`config.mk`:
```
export PLATFORM = sky130hd
export DESIGN_NAME = multi_phase_light_ctrl_flat
export DESIGN_NICKNAME = d
export VERILOG_FILES = /design/src/rtl/multi_phase_light_ctrl_if.sv /design/src/rtl/multi_phase_light_ctrl.sv /design/src/flat_wrapper.sv
export SDC_FILE = /design/constraint.sdc
export NUM_CORES = 1
export LEC_CHECK = 0
export BUFFER_PORTS_ARGS = -buffer_cell sky130_fd_sc_hd__buf_4
export CAP_MARGIN = 20
export CORE_MARGIN = 1
export CORE_UTILIZATION = 45
export CTS_CLUSTER_DIAMETER = 200
export DETAILED_ROUTE_END_ITERATION = 16
export GPL_TIMING_DRIVEN = 0
export PLACE_DENSITY = 0.7
export SETUP_SLACK_MARGIN = 0.05
export SYNTH_ARGS = -nofsm -noshare
export SYNTH_HDL_FRONTEND = slang
export SYNTH_SLANG_ARGS = --single-unit
```
`constraint.sdc`:
```
create_clock -name clk -period 2.1 [get_ports clk]
set_input_delay 0.525 -clock clk [delete_from_list [all_inputs] [get_ports clk]]
set_output_delay 0.525 -clock clk [all_outputs]
set_load 0.05 [all_outputs]
```
`src/rtl/multi_phase_light_ctrl_if.sv`:
```
// Bundles the controls and lamp/status outputs of multi_phase_light_ctrl.
//   slave  : controller side (tick/skip/hold/set_mode[/flash] in; lamps, active_dir, phase, remain out)
//   master : driver/observer side, directions mirrored
// Optional macro LIGHT_FLASH_EN adds the flash request signal.
interface multi_phase_light_ctrl_if #(
  parameter int unsigned NUM_DIR = 2,
  parameter int unsigned CNT_W   = 8
);
  localparam int unsigned DIR_W = (NUM_DIR > 1) ? $clog2(NUM_DIR) : 1;

  logic               tick;
  logic               skip;
  logic               hold;
  logic               set_mode;
`ifdef LIGHT_FLASH_EN
  logic               flash;
`endif
  logic [NUM_DIR-1:0] red;
  logic [NUM_DIR-1:0] yellow;
  logic [NUM_DIR-1:0] green;
  logic [DIR_W-1:0]   active_dir;
  logic [1:0]         phase;
  logic [CNT_W-1:0]   remain;

  modport slave (
    output red, yellow, green, active_dir, phase, remain,
    input  tick, skip, hold, set_mode
`ifdef LIGHT_FLASH_EN
    , flash
`endif
  );

  modport master (
    input  red, yellow, green, active_dir, phase, remain,
    output tick, skip, hold, set_mode
`ifdef LIGHT_FLASH_EN
    , flash
`endif
  );
endinterface

```
`src/rtl/multi_phase_light_ctrl.sv`:
```
// Round-robin traffic light controller for NUM_DIR approaches.
// Each approach gets GREEN then YELLOW, separated by an ALL_RED interval;
// phase timing counts tick strobes. skip forces the next transition, hold
// freezes, set_mode restarts at ALL_RED/approach 0.
// Ports:
//   clk  : clock, rising edge
//   rst  : asynchronous active-low reset
//   bus  : multi_phase_light_ctrl_if.slave (controls in, lamps/status out)
// Optional macro LIGHT_FLASH_EN adds the flash input and the FLASH phase
// (all-yellow blinking, toggled on every tick).
module multi_phase_light_ctrl #(
  parameter int unsigned NUM_DIR  = 2,
  parameter int unsigned CNT_W    = 8,
  parameter int unsigned T_GREEN  = 20,
  parameter int unsigned T_YELLOW = 3,
  parameter int unsigned T_ALLRED = 2
) (
  input logic                      clk,
  input logic                      rst,
  multi_phase_light_ctrl_if.slave  bus
);
  localparam int unsigned DIR_W = (NUM_DIR > 1) ? $clog2(NUM_DIR) : 1;

  localparam logic [CNT_W-1:0] LD_GREEN  = CNT_W'(T_GREEN - 1);
  localparam logic [CNT_W-1:0] LD_YELLOW = CNT_W'(T_YELLOW - 1);
  localparam logic [CNT_W-1:0] LD_ALLRED = CNT_W'(T_ALLRED - 1);
  localparam logic [DIR_W-1:0] DIR_LAST  = DIR_W'(NUM_DIR - 1);

  typedef enum logic [1:0] {
    ST_ALL_RED = 2'd0,
    ST_GREEN   = 2'd1,
    ST_YELLOW  = 2'd2
`ifdef LIGHT_FLASH_EN
    , ST_FLASH = 2'd3
`endif
  } state_e;

  state_e             state_q, state_d;
  logic [DIR_W-1:0]   dir_q, dir_d;
  logic [CNT_W-1:0]   remain_q, remain_d;
  logic [NUM_DIR-1:0] red_q, red_d;
  logic [NUM_DIR-1:0] yellow_q, yellow_d;
  logic [NUM_DIR-1:0] green_q, green_d;
  logic [NUM_DIR-1:0] onehot;
  logic               advance;
`ifdef LIGHT_FLASH_EN
  logic               flash_on_q, flash_on_d;
`endif

  // Next-state, timer and approach selection in priority order.
  always_comb begin
    state_d  = state_q;
    dir_d    = dir_q;
    remain_d = remain_q;
    advance  = 1'b0;
`ifdef LIGHT_FLASH_EN
    flash_on_d = flash_on_q;
`endif
    if (bus.set_mode) begin
      state_d  = ST_ALL_RED;
      dir_d    = '0;
      remain_d = LD_ALLRED;
    end
`ifdef LIGHT_FLASH_EN
    else if (bus.flash && (state_q != ST_FLASH)) begin
      state_d    = ST_FLASH;
      flash_on_d = 1'b1;
    end else if (!bus.flash && (state_q == ST_FLASH)) begin
      state_d  = ST_ALL_RED;
      dir_d    = '0;
      remain_d = LD_ALLRED;
    end else if (state_q == ST_FLASH) begin
      // skip and hold have no effect while flashing
      if (bus.tick) begin
        flash_on_d = ~flash_on_q;
      end
    end
`endif
    else if (bus.skip) begin
      advance = 1'b1;
    end else if (!bus.hold && bus.tick) begin
      if (remain_q != '0) begin
        remain_d = remain_q - CNT_W'(1);
      end else begin
        advance = 1'b1;
      end
    end

    if (advance) begin
      case (state_q)
        ST_ALL_RED: begin
          state_d  = ST_GREEN;
          remain_d = LD_GREEN;
        end
        ST_GREEN: begin
          state_d  = ST_YELLOW;
          remain_d = LD_YELLOW;
        end
        default: begin
          // YELLOW hands the cycle to the next approach
          state_d  = ST_ALL_RED;
          remain_d = LD_ALLRED;
          dir_d    = (dir_q == DIR_LAST) ? '0 : dir_q + DIR_W'(1);
        end
      endcase
    end
  end

  // Lamp decode of the next state so registered lamps track state_q exactly.
  always_comb begin
    onehot   = NUM_DIR'(1) << dir_d;
    red_d    = '1;
    yellow_d = '0;
    green_d  = '0;
    case (state_d)
      ST_GREEN: begin
        green_d = onehot;
        red_d   = ~onehot;
      end
      ST_YELLOW: begin
        yellow_d = onehot;
        red_d    = ~onehot;
      end
`ifdef LIGHT_FLASH_EN
      ST_FLASH: begin
        red_d    = '0;
        yellow_d = {NUM_DIR{flash_on_d}};
      end
`endif
      default: ;
    endcase
  end

  // State, timer and lamp registers.
  always_ff @(posedge clk or negedge rst) begin
    if (!rst) begin
      state_q  <= ST_ALL_RED;
      dir_q    <= '0;
      remain_q <= LD_ALLRED;
      red_q    <= '1;
      yellow_q <= '0;
      green_q  <= '0;
`ifdef LIGHT_FLASH_EN
      flash_on_q <= 1'b0;
`endif
    end else begin
      state_q  <= state_d;
      dir_q    <= dir_d;
      remain_q <= remain_d;
      red_q    <= red_d;
      yellow_q <= yellow_d;
      green_q  <= green_d;
`ifdef LIGHT_FLASH_EN
      flash_on_q <= flash_on_d;
`endif
    end
  end

  assign bus.phase      = 2'(state_q);
  assign bus.active_dir = dir_q;
  assign bus.remain     = remain_q;
  assign bus.red        = red_q;
  assign bus.yellow     = yellow_q;
  assign bus.green      = green_q;

endmodule
```
`src/flat_wrapper.sv`:
```
// flat-port wrapper written by rule: the top's interface ports become plain ports
module multi_phase_light_ctrl_flat 
#(
  parameter int unsigned NUM_DIR  = 2,
  parameter int unsigned CNT_W    = 8,
  parameter int unsigned T_GREEN  = 20,
  parameter int unsigned T_YELLOW = 3,
  parameter int unsigned T_ALLRED = 2
)
  (clk, rst, bus_red, bus_yellow, bus_green, bus_active_dir, bus_phase, bus_remain, bus_tick, bus_skip, bus_hold, bus_set_mode);
  multi_phase_light_ctrl_if #(.NUM_DIR(NUM_DIR), .CNT_W(CNT_W)) bus_i ();
  input logic clk;
  input logic rst;
  output wire logic [$bits(bus_i.red)-1:0] bus_red;
  output wire logic [$bits(bus_i.yellow)-1:0] bus_yellow;
  output wire logic [$bits(bus_i.green)-1:0] bus_green;
  output wire logic [$bits(bus_i.active_dir)-1:0] bus_active_dir;
  output wire logic [$bits(bus_i.phase)-1:0] bus_phase;
  output wire logic [$bits(bus_i.remain)-1:0] bus_remain;
  input wire logic [$bits(bus_i.tick)-1:0] bus_tick;
  input wire logic [$bits(bus_i.skip)-1:0] bus_skip;
  input wire logic [$bits(bus_i.hold)-1:0] bus_hold;
  input wire logic [$bits(bus_i.set_mode)-1:0] bus_set_mode;
  assign bus_red = bus_i.red;
  assign bus_yellow = bus_i.yellow;
  assign bus_green = bus_i.green;
  assign bus_active_dir = bus_i.active_dir;
  assign bus_phase = bus_i.phase;
  assign bus_remain = bus_i.remain;
  assign bus_i.tick = bus_tick;
  assign bus_i.skip = bus_skip;
  assign bus_i.hold = bus_hold;
  assign bus_i.set_mode = bus_set_mode;
  multi_phase_light_ctrl #(.NUM_DIR(NUM_DIR), .CNT_W(CNT_W), .T_GREEN(T_GREEN), .T_YELLOW(T_YELLOW), .T_ALLRED(T_ALLRED)) u_core (.clk(clk), .rst(rst), .bus(bus_i));
endmodule
```
==> summary by stage, run 1 <==
Clock network
For the worst-skew pair, the clock arrives at the later sink with an insertion delay of a little under 0.3 ns. The number of buffers created by CTS is 3. In this run the number of H-tree levels came out at 1. The cell chosen for the clock root is clkbuf_4. The number of sinks handled by clock tree synthesis is 17.

Clock-pin slew was measured on the worst setup and hold paths at 0.11 ns. The hold-fix buffer count after cts is 0. The TritonCTS clock tree is done. The longest clock path from root to sink contains 2 buffers.

GRT
Summed over all layers, the global routing overflow is 0. The number of antenna violations at the first check in global routing is 0. The global router's overall resource usage is 21.3%. The number of global-route vias before repair is 688. The first-pass GRT wire length is around 3100 um. Entering global routing, the biggest net connects 18 pins.

Worst setup path
The worst register-to-register path ends at u_core.bus.red[1]. The arrival time of the worst setup path is 2.21 ns. The standard cell with the maximum stage delay on the critical path is dfstp_2. The largest stage delay on the critical path is 0.56 ns.

The start-to-end type of the worst setup path is reg -> reg. STA classifies the critical path endpoint as a flip-flop. The most critical setup path has its endpoint at u_core.bus.red[1].

The largest driver fanout on the critical path is 6. The worst setup path startpoint is u_core.bus.remain[0]. Counting buffers and inverters, the worst setup path is 8 cells deep. The most numerous cell type found on the critical path is ha_4. The worst-case reg-to-reg path depth is 8.

The family with the most delay on the worst path is simple AND/OR/NAND/NOR gates. Traced cell by cell, the critical path runs through inv_2 > ha_4 > and4bb_4 > and3_4 > nor2_4 > a21o_1 > ha_4 > or2_1. In this run the register-to-register setup slack is ~0.11 ns. The type of element launching the critical path is a flip-flop.

Counting both buffers and inverters, the worst setup path holds a total of 1. STA puts the critical path data required time at 2.33 ns. The startpoint of the lowest-slack register-to-register path is u_core.bus.remain[0].

Logic synthesis
The count of unique library cells instantiated by Yosys is 33. The top-area cell type share of the netlist area is 39.8%. After technology mapping, the gate count stands at 84. During synthesis, Yosys emitted a total of 0 warnings. The post-synth design cell area is 880 um^2.

The number of nets in the synthesized netlist is a little over 90. Synthesis inferred 17 register bits. The sequential cell area fraction in the yosys report is 48.8%. Sorting the synthesized cells by area gives the leading types as dfrtp_1 40%, dfstp_2 9.0%, ha_1 4.3%. The largest total area in the synthesized netlist belongs to dfrtp_1.

The average size of a mapped cell is 10.5 um^2.

Layout
The final net count is ~130. The finished cells cover between 0.001 and 0.0015 mm^2. In the layout the commonest cells are 29 x buf_4, 12 x dfrtp_1, 9 x nor2_1. Relative to the synthesized area, the layout overhead comes to 40.1%. The number of diodes added for antenna fixing is 0.

Across the whole layout, storage elements account for between 400 and 500 um^2. The share of layout cells above drive strength 1 is 44.4%. In the final layout, the multi-input gates occupy approximately 500 um^2. The filler cells instantiated in the layout total 141. The commonest non-fill, non-tap cell in the layout is buf_4.

Detailed routing
The first TritonRoute pass finished after 4 iterations. After detailed routing, the average wire length per cell comes to 13.6 um. The DRC violation count after routing is 0. For this block, the initial DRC count from the detailed router was 7.

The detailed router placed 759 vias in this run. The detail route stage leaves a number of antenna-violating nets equal to 0. Summed over all layers, the routed wires come to 1940 um. The number of vias per cell is about 5.3.

Placed design
The wire-length estimate of the detail-placed layout is 1340 um. Port buffering added 22 buffers. The instance area after placement is 0.00112 mm^2.

At the end of routability-driven placement, the weighted congestion stood at 0.773.

STA
The max-slew violation count is 0. Setup repair after global routing left no endpoint under its margin. The shortest clock period the worst path allows after layout is just under 2 ns. The worst pin sits at a relative slew slack of approximately two thirds.

The worst clock skew is 0.00924 ns. The total count of hold-check failures in the final report is 0. Setup violations remaining at the end of the flow were counted as 0. Timing would allow up to 503 MHz. The ratio of final minimum period to clock period is 94.6%. For the pin with the worst max-slew slack, the measured transition is 0.487 ns.

Power
The total internal power is 0.548 mW. The clock power share is 20.6%. In this run switching power makes up 36.9% of total power. The sequential share of power is 44.1%. VDD sags by at most between 0.4 and 0.5 mV. The fraction of power consumed by combinational cells is a little over a third. In this run the power density over the cells is 705 mW/mm^2.

The analysis attributes to net switching a power of around 0.32 mW. The design draws between 0.8 and 0.9 mW. The total leakage power is around 0.56 nW.

Outcome
The run finished with clean final reports.

Die
The area of the die is 0.00214 mm^2. The area of the core region is 0.00178 mm^2. From bottom edge to top edge, the die measures 46.2 um. The floorplan has 15 rows. Measured along the x axis, the die boundary spans between 40 and 50 um.

23 I/O pins were placed. Once the floorplan was initialized, standard cells occupied 49.3% of the core.

Hold path
The path class of the lowest-slack min-delay path is in -> async.

Flow run
Across the run, the number of max-cap violations was 0.
## how the worst min path moves through the flow
stage | start | endpoint | slack [ns]
4_1_cts | rst | u_core.bus.remain[3] | 0.06
5_1_grt | rst | u_core.bus.remain[3] | 0.08
3_3_place_gp | rst | u_core.bus.remain[3] | 0.40
2_1_floorplan | rst | u_core.bus.active_dir | 0.23
3_5_place_dp | rst | u_core.bus.remain[3] | 0.40
6_report | rst | u_core.bus.remain[3] | 0.07
## power by group through the flow
stage	clock network (mW)	registers (mW)	logic (mW)
final	0.179	0.383	0.307
after global routing	0.190	0.387	0.331
after CTS	0.187	0.384	0.283
after detailed placement	0	0.389	0.268
after global placement	0	0.388	0.262
after floorplan	0	0.472	0.105
## synthesized netlist by cell type
| cell type | instances |
|---|---|
| dfrtp_1 | 14 |
| nor2_1 | 10 |
| inv_1 | 5 |
| nor2b_1 | 5 |
| nand2b_1 | 4 |
| xor2_1 | 4 |
| a21oi_1 | 3 |
| dfstp_2 | 3 |
| ha_1 | 3 |
| nand2_1 | 3 |
| o211ai_1 | 3 |
| a21o_1 | 2 |
| and2_1 | 2 |
| nor3_1 | 2 |
| o21ai_0 | 2 |
| or2_1 | 2 |
| a211o_1 | 1 |
| a211oi_1 | 1 |
| a2bb2oi_2 | 1 |
| a31o_2 | 1 |
| a31oi_2 | 1 |
| and3_1 | 1 |
| and4bb_1 | 1 |
| clkbuf_1 | 1 |
| nand4_1 | 1 |
| nor3b_1 | 1 |
| nor4_1 | 1 |
| nor4_4 | 1 |
| nor4b_1 | 1 |
| o21ai_1 | 1 |
| o22a_1 | 1 |
| o2bb2ai_1 | 1 |
| xnor2_1 | 1 |
## cells by family after synthesis
| family | share of synthesized area (%) |
|---|---|
| AOI/OAI and AO/OA | 15.6 |
| xor gates and xnor gates | 4.98 |
| adders and majority gates | 4.27 |
| buffers and inverters | 2.56 |
| DFF | 48.8 |
| and+or+nand+nor | 23.8 |
## flip-flops by register name, indices dropped and copies added, names as in the netlist
name,count
u_core.bus.remain,8
u_core.bus.green,2
u_core.bus.phase,2
u_core.bus.red,2
u_core.bus.yellow,2
u_core.bus.active_dir,1
## per-layer routing
| metal | vias up | routed length, um | global-route usage [%] |
|---|---|---|---|
| met5 | - | 0 | 0 |
| met4 | 0 | 17 | 11.2 |
| li1 | 362 | - | - |
| met2 | 24 | 949 | 34.1 |
| met1 | 369 | 873 | 26.5 |
| met3 | 4 | 95 | 5.10 |
## cell type report
type / count / area share, %
repair buffers: 29 / 17.7
plain buffers: 1 / 0.305
multi-input cells: 61 / 40.7
inverters: 5 / 1.52
clock inverters: 1 / 0.406
flip-flops and latches: 17 / 35.0
clock buffers: 3 / 1.83
well taps: 25 / 2.54
## metrics by stage
stage                     TNS (ns)  instances  setup WS, ns  util (%)  hold WS [ns]
final                            0        142         0.112      69.1        0.0695
after global routing             0        142        0.0469      69.1        0.0794
after CTS                        0        137        0.0543      65.3        0.0642
after detailed placement  -0.00165        131      -0.00165      62.7         0.400
after global placement           0        131        0.0197      62.7         0.397
after floorplan            -0.0654         84       -0.0579         -         0.229
## repair_timing
item	in CTS	in global routing
pin swaps	2	6
buffers inserted	2	5
endpoints found under the setup margin	1	2
gates resized for setup	1	5
No activity file was read; power rests on OpenSTA's default activity.
==> run 2, diff against run 1 <==
- RECOVER_POWER: unset -> 50
==> summary by stage, run 2 (same netlist as run 1, synthesis figures left out) <==
Layout
Leaving out fill and tap cells, the most frequent cell in the layout is buf_4. The final net count is 127 (unchanged). The number of flip-flops under the largest register name came to 8 (unchanged).

The number of diodes added for antenna fixing is 0 (unchanged). The final standard cell count with taps included and fillers excluded is 142 (unchanged). The core occupancy in the finished layout is 67.2% (-1.9 points). The area of the multi-input gates is 502 um^2 (unchanged). The area growth from synthesis to final layout is 36.3%.

The area taken by flip-flops and latches is 432 um^2 (unchanged). The fill cell instance count of the final layout is 153 (+8.5%). The share of layout cells above drive strength 1 is 36.8% (-7.7 points). In the layout the commonest cells are 20 x buf_4, 12 x dfrtp_1, 10 x clkbuf_1.

Clock network
The clock tree buffer depth is 2 (unchanged). The count of H-tree levels built during CTS came to 1 (unchanged). TritonCTS built the clock tree. The clock latency at the later pin of the worst-skew pair is 0.29 ns (about the same).

CTS placed an instance of clkbuf_4 at the clock tree root. The hold-fix buffer count after cts is 0 (unchanged). The number of sinks handled by clock tree synthesis is 17 (unchanged).

The number of buffers created by CTS is 3 (unchanged). The clock transition at the registers of the reported paths is 0.11 ns (about the same).

GRT
The number of antenna violations at the first check in global routing came to 0 (unchanged). The residual overflow from global routing came to 0 (unchanged). The global router's overall resource usage was 21.3% (unchanged). The number of global-route vias before repair is 688 (unchanged). The first-pass GRT wire length is 3110 um (unchanged).

The maximum number of pins on one net before global-route repair was 18 (unchanged).

Worst setup path
The type of element launching the critical path is a flip-flop. The largest driver fanout on the critical path is 6 (unchanged). The kind of end point of the critical path is a flip-flop. The worst-case reg-to-reg path depth is 8 (unchanged). The worst register-to-register path ends at u_core.bus.red[1]. The required time at the worst-slack endpoint is 2.33 ns (about the same). The startpoint of the lowest-slack register-to-register path is u_core.bus.remain[0].

The critical path is of the reg -> reg type. The arrival time of the worst setup path was 2.21 ns (about the same). The register-to-register setup slack is 0.12 ns (about the same).

Die
The area of the die is 0.00214 mm^2 (unchanged). The die outline width is 46.2 um (unchanged). The initial core utilization came to 49.3% (unchanged).

The die span in y is 46.2 um (unchanged). The area of the core region is 0.00178 mm^2 (unchanged). The top-level I/O count is 23 (unchanged). The number of rows in the core area is 15 (unchanged).

Detailed routing
The wire length on met3 is 100 um (+5.3%). The DRC marker count from the first detailed-route iteration came to 7 (unchanged). The detailed-routing iteration count for the pre-antenna-repair pass is 4 (unchanged).

The met1 wire length came to 872 um (-0.11%). The routed length on met2 is 950 um (+0.11%). The number of vias per cell is 5.33 (-0.26%).

The per-cell routed wire length came to 13.7 um (+0.31%). The total via count in the routed design is 757 (-0.26%). The top layer reached by signal wires is met4. The DRC violation count after routing is 0 (unchanged). The residual antenna-violating net count after detailed routing is 0 (unchanged).

The post-detailed-routing wire length is 1940 um (+0.31%).

Placed design
The instance count after placement with tap cells included is 131 (unchanged). The routability congestion estimate from global placement is 0.773 (unchanged). The placed wire-length estimate came to 1340 um (unchanged). The number of input and output port buffers inserted was 22 (unchanged).

STA
The worst clock skew is 0.00721 ns (-0.00203 ns). The ratio of final minimum period to clock period was 94.5% (-0.16 points). Setup repair after global routing left no endpoint under its margin.

The upper clock frequency limit is 504 MHz (+0.17%). The max-slew violation count is 0 (unchanged). The relative slew slack is 38.3% (-29 points). The transition time of the tightest slew-check pin is 0.926 ns (+0.439 ns). The total count of hold-check failures in the final report was 0 (unchanged). The shortest clock period the worst path allows after layout is 1.98 ns (-0.00340 ns). The setup-violating endpoint count in the final report is 0 (unchanged).

Power
The total leakage power is 0.527 nW (-6.6%). The sum of internal, switching and leakage power is 0.861 mW (-0.90%). The total power per unit cell area came to 718 mW/mm^2 (+1.9%). The maximum VDD drop is 0.441 mV (+1.3%).

Flow run
The number of max-capacitance violations reported came to 0 (unchanged).

Hold path
The path class of the lowest-slack min-delay path is in -> async.

Outcome
The run finished with clean final reports.
## run 2: cell types whose count changed in the layout (fill, tap and decap cells not counted), sizes merged
cell	before	now
buf	29	20
clkbuf	4	13
## run 2: critical path: stages, from the launching register on
cell      delay, ns
dfstp_2        0.56
inv_2          0.06
ha_4           0.16
and4bb_4       0.22
and3_4         0.20
nor2_4         0.13
a21o_1         0.18
ha_4           0.21
or2_1          0.20
## run 2: final cells by class
| cell class | count | share of cell area (%) |
|---|---|---|
| buffer | 1 | 0.313 |
| clock buffer | 3 | 1.88 |
| clock inverter | 1 | 0.418 |
| inverter | 5 | 1.57 |
| multi-input combinational | 61 | 41.9 |
| sequential | 17 | 36.0 |
| tap | 25 | 2.61 |
| timing repair buffer | 29 | 15.3 |
## run 2: power by group
| group | switching, mW | internal, mW | leakage (nW) |
|---|---|---|---|
| Sequential | 0.0263 | 0.357 | 0.219 |
| Clock | 0.107 | 0.0709 | 0.0177 |
| Combinational | 0.186 | 0.113 | 0.290 |
| Total | 0.320 | 0.541 | 0.527 |
## run 2: routing by layer
layer  GRT usage, %  vias up
met1           26.5      368
li1               -      361
met3           5.10        4
met5              0        -
met2           34.1       24
met4           11.2        0
## run 2: timing repair
| action | in CTS | in global routing |
|---|---|---|
| pin swaps | 2 | 6 |
| buffers inserted | 2 | 5 |
| resized for setup | 1 | 5 |
| setup endpoints to repair | 1 | 2 |
## run 2: worst max-delay path by stage
stage          slack [ns]           endpoint  cells after the start                 start
2_1_floorplan       -0.06  u_core.bus.red[1]                      8  u_core.bus.remain[0]
3_3_place_gp         0.02  u_core.bus.red[1]                      7          bus_set_mode
3_5_place_dp       -0.002  u_core.bus.red[1]                      7          bus_set_mode
4_1_cts              0.05  u_core.bus.red[1]                      8  u_core.bus.remain[1]
5_1_grt              0.05  u_core.bus.red[1]                      8  u_core.bus.remain[0]
6_report             0.12  u_core.bus.red[1]                      8  u_core.bus.remain[0]
## run 2: through the flow
stage | instance area (um^2) | worst slack (ns) | hold WS, ns | TNS [ns]
global placement | 1120 | 0.0197 | 0.397 | 0
finish | 1200 | 0.116 | 0.328 | 0
CTS | 1160 | 0.0543 | 0.0642 | 0
global route | 1200 | 0.0469 | 0.410 | 0
floorplan | 922 | -0.0579 | 0.229 | -0.0654
detailed placement | 1120 | -0.00165 | 0.400 | -0.00165
